--- config.mk ---
export PLATFORM = sky130hd
export DESIGN_NAME = rr_mux_arb
export DESIGN_NICKNAME = d
export VERILOG_FILES = /design/src/rtl/rr_mux_arb.sv
export SDC_FILE = /design/constraint.sdc
export NUM_CORES = 1
export LEC_CHECK = 0
export ABC_AREA = 1
export BUFFER_PORTS_ARGS = -buffer_cell sky130_fd_sc_hd__buf_2
export CORE_ASPECT_RATIO = 1.1
export CORE_MARGIN = 2
export CORE_UTILIZATION = 35
export DETAILED_ROUTE_END_ITERATION = 10
export GPL_TIMING_DRIVEN = 0
export HOLD_SLACK_MARGIN = 0.06
export PLACE_DENSITY_LB_ADDON = 0.12
export SLEW_MARGIN = 10
export SYNTH_ARGS = -nofsm -noshare
export SYNTH_HDL_FRONTEND = slang
export SYNTH_SLANG_ARGS = --single-unit
--- constraint.sdc ---
create_clock -name clk -period 3.5 [get_ports clk]
set_input_delay 0.7 -clock clk [delete_from_list [all_inputs] [get_ports clk]]
set_output_delay 0.7 -clock clk [all_outputs]
set_load 0.05 [all_outputs]
--- src/rtl/rr_mux_arb.sv ---
`default_nettype none
// ============================================================================
// Module      : rr_mux_arb
// Description : N:1 data multiplexer with round-robin arbitration and a
//               registered output stage. One granted channel per cycle is
//               loaded into the output register under valid/ready handshakes.
//               Optional burst lock is enabled by defining ARB_LOCK_EN.
// Revision    : 1.0 - initial release
// ============================================================================
module rr_mux_arb #(
   parameter  int N     = 8,
   parameter  int W     = 16,
   localparam int SEL_W = $clog2(N)
) (
   input  logic               clk,
   input  logic               rst,
   input  logic [N*W-1:0]     in_data,
   input  logic [N-1:0]       in_valid,
   input  logic [N-1:0]       in_last,
   output logic [N-1:0]       in_ready,
   output logic [W-1:0]       out_data,
   output logic               out_valid,
   input  logic               out_ready,
   output logic [SEL_W-1:0]   out_sel,
   output logic               out_last
);

   localparam logic [SEL_W-1:0] c_last_idx = SEL_W'(N - 1);

   logic [SEL_W-1:0] r_ptr;
   logic [W-1:0]     r_out_data;
   logic             r_out_valid;
   logic [SEL_W-1:0] r_out_sel;
   logic             r_out_last;

`ifdef ARB_LOCK_EN
   logic             r_lock;
   logic [SEL_W-1:0] r_lock_ch;
`endif

   logic             w_load_ok;
   logic             w_found;
   logic [SEL_W-1:0] w_gidx;
   logic             w_xfer;
   logic [SEL_W-1:0] w_next_ptr;
   logic [W-1:0]     w_sel_data;
   logic             w_sel_last;

   // The output register can accept a beat when empty or being drained.
   assign w_load_ok  = ~r_out_valid | out_ready;
   assign w_xfer     = ~rst & w_load_ok & w_found;
   assign w_next_ptr = (w_gidx == c_last_idx) ? '0 : w_gidx + 1'b1;

   // Grant search: scan from ptr upward with exact wrap at N-1; the loop runs
   // downward so the closest requester to ptr is the last one written.
   always_comb begin
      int               w_idx;
      logic [SEL_W-1:0] w_cand;
      w_found = 1'b0;
      w_gidx  = r_ptr;
      w_idx   = 0;
      w_cand  = '0;
      for (int j = N - 1; j >= 0; j--) begin
         w_idx = int'(r_ptr) + j;
         if (w_idx >= N) begin
            w_idx = w_idx - N;
         end
         w_cand = SEL_W'(w_idx);
         if (in_valid[w_cand]) begin
            w_found = 1'b1;
            w_gidx  = w_cand;
         end
      end
`ifdef ARB_LOCK_EN
      // A burst in progress pins the grant to its channel, even when idle.
      if (r_lock) begin
         w_found = in_valid[r_lock_ch];
         w_gidx  = r_lock_ch;
      end
`endif
   end

   // Select data and last flag of the granted channel.
   always_comb begin
      w_sel_data = '0;
      w_sel_last = 1'b0;
      for (int i = 0; i < N; i++) begin
         if (w_gidx == SEL_W'(i)) begin
            w_sel_data = in_data[i*W +: W];
            w_sel_last = in_last[i];
         end
      end
   end

   generate
      for (genvar i = 0; i < N; i++) begin : g_ready
         assign in_ready[i] = w_xfer & (w_gidx == SEL_W'(i));
      end
   endgenerate

   // Output register: load on transfer, clear valid on drain without load.
   always_ff @(posedge clk) begin
      if (rst) begin
         r_out_valid <= 1'b0;
         r_out_data  <= '0;
         r_out_sel   <= '0;
         r_out_last  <= 1'b0;
      end else if (w_xfer) begin
         r_out_valid <= 1'b1;
         r_out_data  <= w_sel_data;
         r_out_sel   <= w_gidx;
         r_out_last  <= w_sel_last;
      end else if (out_ready) begin
         r_out_valid <= 1'b0;
      end
   end

   // Arbitration state: pointer advance and optional burst lock.
   always_ff @(posedge clk) begin
      if (rst) begin
         r_ptr     <= '0;
`ifdef ARB_LOCK_EN
         r_lock    <= 1'b0;
         r_lock_ch <= '0;
`endif
      end else if (w_xfer) begin
`ifdef ARB_LOCK_EN
         if (w_sel_last) begin
            r_lock <= 1'b0;
            r_ptr  <= w_next_ptr;
         end else begin
            r_lock    <= 1'b1;
            r_lock_ch <= w_gidx;
         end
`else
         r_ptr <= w_next_ptr;
`endif
      end
   end

   assign out_data  = r_out_data;
   assign out_valid = r_out_valid;
   assign out_sel   = r_out_sel;
   assign out_last  = r_out_last;

endmodule
`default_nettype wire

==> impl_metrics.yaml <==
critical_path:
  cp-end-kind: "output pin"
  cp_cell_sequence: "buf_6, inv_8, ha_4, buf_12, nor2_4, a31oi_4, nand2_2, nand2_4, inv_2, a21oi_2, o21ai_1, nand2_1, nand2_2, xor2_4, buf_6, ha_4, ha_4, inv_4, buf_8, nor2_4, buf_8"
  worstSetupPathType: "register to output pin"
  worstPathMaxFanout: 7
  rrSetupSlack_ns: 0.15
  slowest_delay_ns: 0.34
  rr_worst_depth: 29
  start_kind: "register"
  r2r_start: "r_ptr[0]$_SDFFE_PP0P_"
  arrival_ns: 3.00
  timing.rr.end: "out_data[1]$_SDFFE_PP0P_"
  worstPathRequired_ns: 2.80
  critPathMostFrequentCell: "ha_4"
  critical_path.endpoint: "in_ready[3]"
  worstSetupStartpoint: "r_ptr[0]$_SDFFE_PP0P_"
  slowest_stage: "dfxtp_2"
finish:
  drive_gt1_share_pct: 41.4
  regArea_um2: 483
  multi_input_area_mm2: 0.00268
  nets: 1014
  n_fill_cell: 985
  antenna_cells: 0
  area_delta_synth_final_pct: 60.3
route:
  post_drt_wl_per_cell_um: 13.9
  viasPerCell: 4.86
  drc: 0
  routed_wl_um: 13500
  drtIter0Drc: 152
  vias: 4744
  drtPass1Iterations: 4
  postRouteAntennaNets: 0
synth:
  syn_area_mm2: 0.00344
  synth_top_area_share_pct: 24.2
  synthTopCellsByCount: "nand2_1, inv_1, nand3_1"
  yosys.area.top_type: "nand2_1"
  ys_ff_latch: 24
  avgSynthCellArea_um2: 5.36
  synthArstFlopShare_pct: 0
  ys.warnings.count: 0
  synthDistinctLibCells: 37
  synth_nets: 795
  synthTopCellsByArea: "nand2_1, dfxtp_1, inv_1, nand3_1, nor2_1"
  synth_edf_count: 0
  synth_cells: 641
  seq_area_frac_synth_pct: 14.0
  synth_ff_type: "dfxtp_1"
  synthMostInstantiatedCell: "nand2_1"
global_routing:
  overflow: 0
  grt_max_degree: 14
  grt_usage_pct: 24.4
  antenna_found_initial: 0
  grt_pass1_wl_um: 21300
  grt_pass1_vias: 4759
floorplan:
  initial_core_util_pct: 36.4
  rows: 37
  die-height_um: 108
  dieArea_mm2: 0.0106
  dieWidth_um: 98.5
  ioPinCount: 176
  core_mm2: 0.00944
sta:
  rsz0062_at_grt: "true"
  finalHoldViolCount: 0
  fin_crit_sh_pct: 106
  fmax_mhz: 270
  setup_viol: 8
  relSlewSlack_pct: 56.8
  layout_setup_ws_ns: -0.199
  worst_pin_slew_ns: 0.648
  fin_crit_ns: 3.70
  clock_skew_ns: 0.00195
  maxSlewViolCount: 0
  setup_tns_ns: -1.28
flow_run:
  drv_cap: 0
clocking:
  clock-sinks: 24
  tritoncts: "done"
  ctsLongestPathBuffers: 2
  path_clk_slew_ns: 0.08
  clk_latency_ns: 0.26
  htreeDepth: 1
  cts_root_buffer: "clkbuf_8"
  cts_buffers: 3
place:
  gp_congestion: 0.878
  hpwl_um: 10300
  portBuffers: 174
min_path:
  hold_class: "register to register"
run_status:
  violations: "setup timing"
  outcome: "complete, but fails checks"
==> what timing repair did <==
action / 4_1_cts / 5_1_grt
gates cloned: 0 / 2
gates resized for setup: 97 / 48
setup endpoints to repair: 25 / 25
buffers inserted: 35 / 8
hold buffers: 0 / 0
pin swaps: 25 / 16
==> metal layers <==
metal  global-route usage (%)  wire length, µm  vias up
met3                     4.98              835       19
met1                     25.9             5070     2142
li1                         -                -     2437
met5                        0                0        -
met4                     5.48              272        0
met2                     49.0             7350      146
==> worst max-delay path, delay by kind of cell (launching register included) <==
kind	cells	cell delay (ns)
buffers and inverters	8	0.81
AOI/OAI and AO/OA	3	0.36
xor gates and xnor gates	1	0.15
DFF	1	0.34
adders and majority gates	3	0.57
and+or+nand+nor	6	0.49
==> cell families after synthesis <==
logic type,Yosys count,share of synthesized area (%)
simple gates,368,46.8
buf+inv,151,20.0
compound gates,87,15.1
flops,24,14.0
fa+ha+maj,7,2.55
xor+xnor,3,0.983
mux,1,0.655
==> cell usage in the layout (no fill, tap or decap), types with 3 or more instances in the layout <==
cell and count:
a22oi_1 12, inv_8 4, nand2_2 10, buf_6 21, clkbuf_8 5, nand4_1 13, ha_4 6, dfxtp_1 22
o21ai_2 5, buf_2 174, nand2_1 209, nand3_2 15, o21ai_1 27, a21oi_2 12, nor2_4 8, inv_2 12
clkbuf_1 4, a21oi_1 13, nand3_4 4, nand2_4 8, buf_4 39, o21ai_0 10, nand3_1 57, buf_8 10
inv_1 92, buf_12 3, nor2_1 36
==> final cells by class <==
| cell class | count | area share, % |
|---|---|---|
| Multi-Input combinational cell | 466 | 48.7 |
| Inverter | 110 | 8.13 |
| Timing Repair Buffer | 219 | 24.5 |
| Clock buffer | 4 | 0.999 |
| Tap cell | 117 | 2.66 |
| Sequential cell | 24 | 8.76 |
| Buffer | 36 | 6.27 |
==> worst min path at each step <==
stage               slack [ns]                        to  depth (start not counted)                startpoint
floorplan                 0.59     r_ptr[1]$_SDFFE_PP0P_                          3     r_ptr[1]$_SDFFE_PP0P_
global placement          0.45   out_sel[2]$_SDFFE_PP0P_                          2   out_sel[2]$_SDFFE_PP0P_
detailed placement        0.46  out_data[3]$_SDFFE_PP0P_                          2  out_data[3]$_SDFFE_PP0P_
CTS                       0.47  out_data[3]$_SDFFE_PP0P_                          2  out_data[3]$_SDFFE_PP0P_
global route              0.50  out_data[4]$_SDFFE_PP0P_                          2  out_data[4]$_SDFFE_PP0P_
finish                    0.47  out_data[3]$_SDFFE_PP0P_                          2  out_data[3]$_SDFFE_PP0P_
==> registers in the layout, summed over array words and instances, names as in the netlist <==
name and cells:
out_sel 3, r_ptr 3, out_valid 1, out_data 16, out_last 1
==> through the flow <==
step | util [%] | worst slack, ns | area (µm²) | std cells | hold WS [ns]
final | 58.4 | -0.199 | 5510 | 976 | 0.466
after global routing | 58.4 | -0.376 | 5510 | 976 | 0.498
after global placement | 48.1 | -0.575 | 4550 | 932 | 0.453
after detailed placement | 48.1 | -0.617 | 4550 | 932 | 0.457
after floorplan | - | -0.0929 | 3530 | 641 | 0.593
after CTS | 55.2 | -0.229 | 5210 | 967 | 0.470
Power is left out: the tool's default activity adds up to more than one toggle a clock period on the data nets, which glitch-free logic cannot reach.
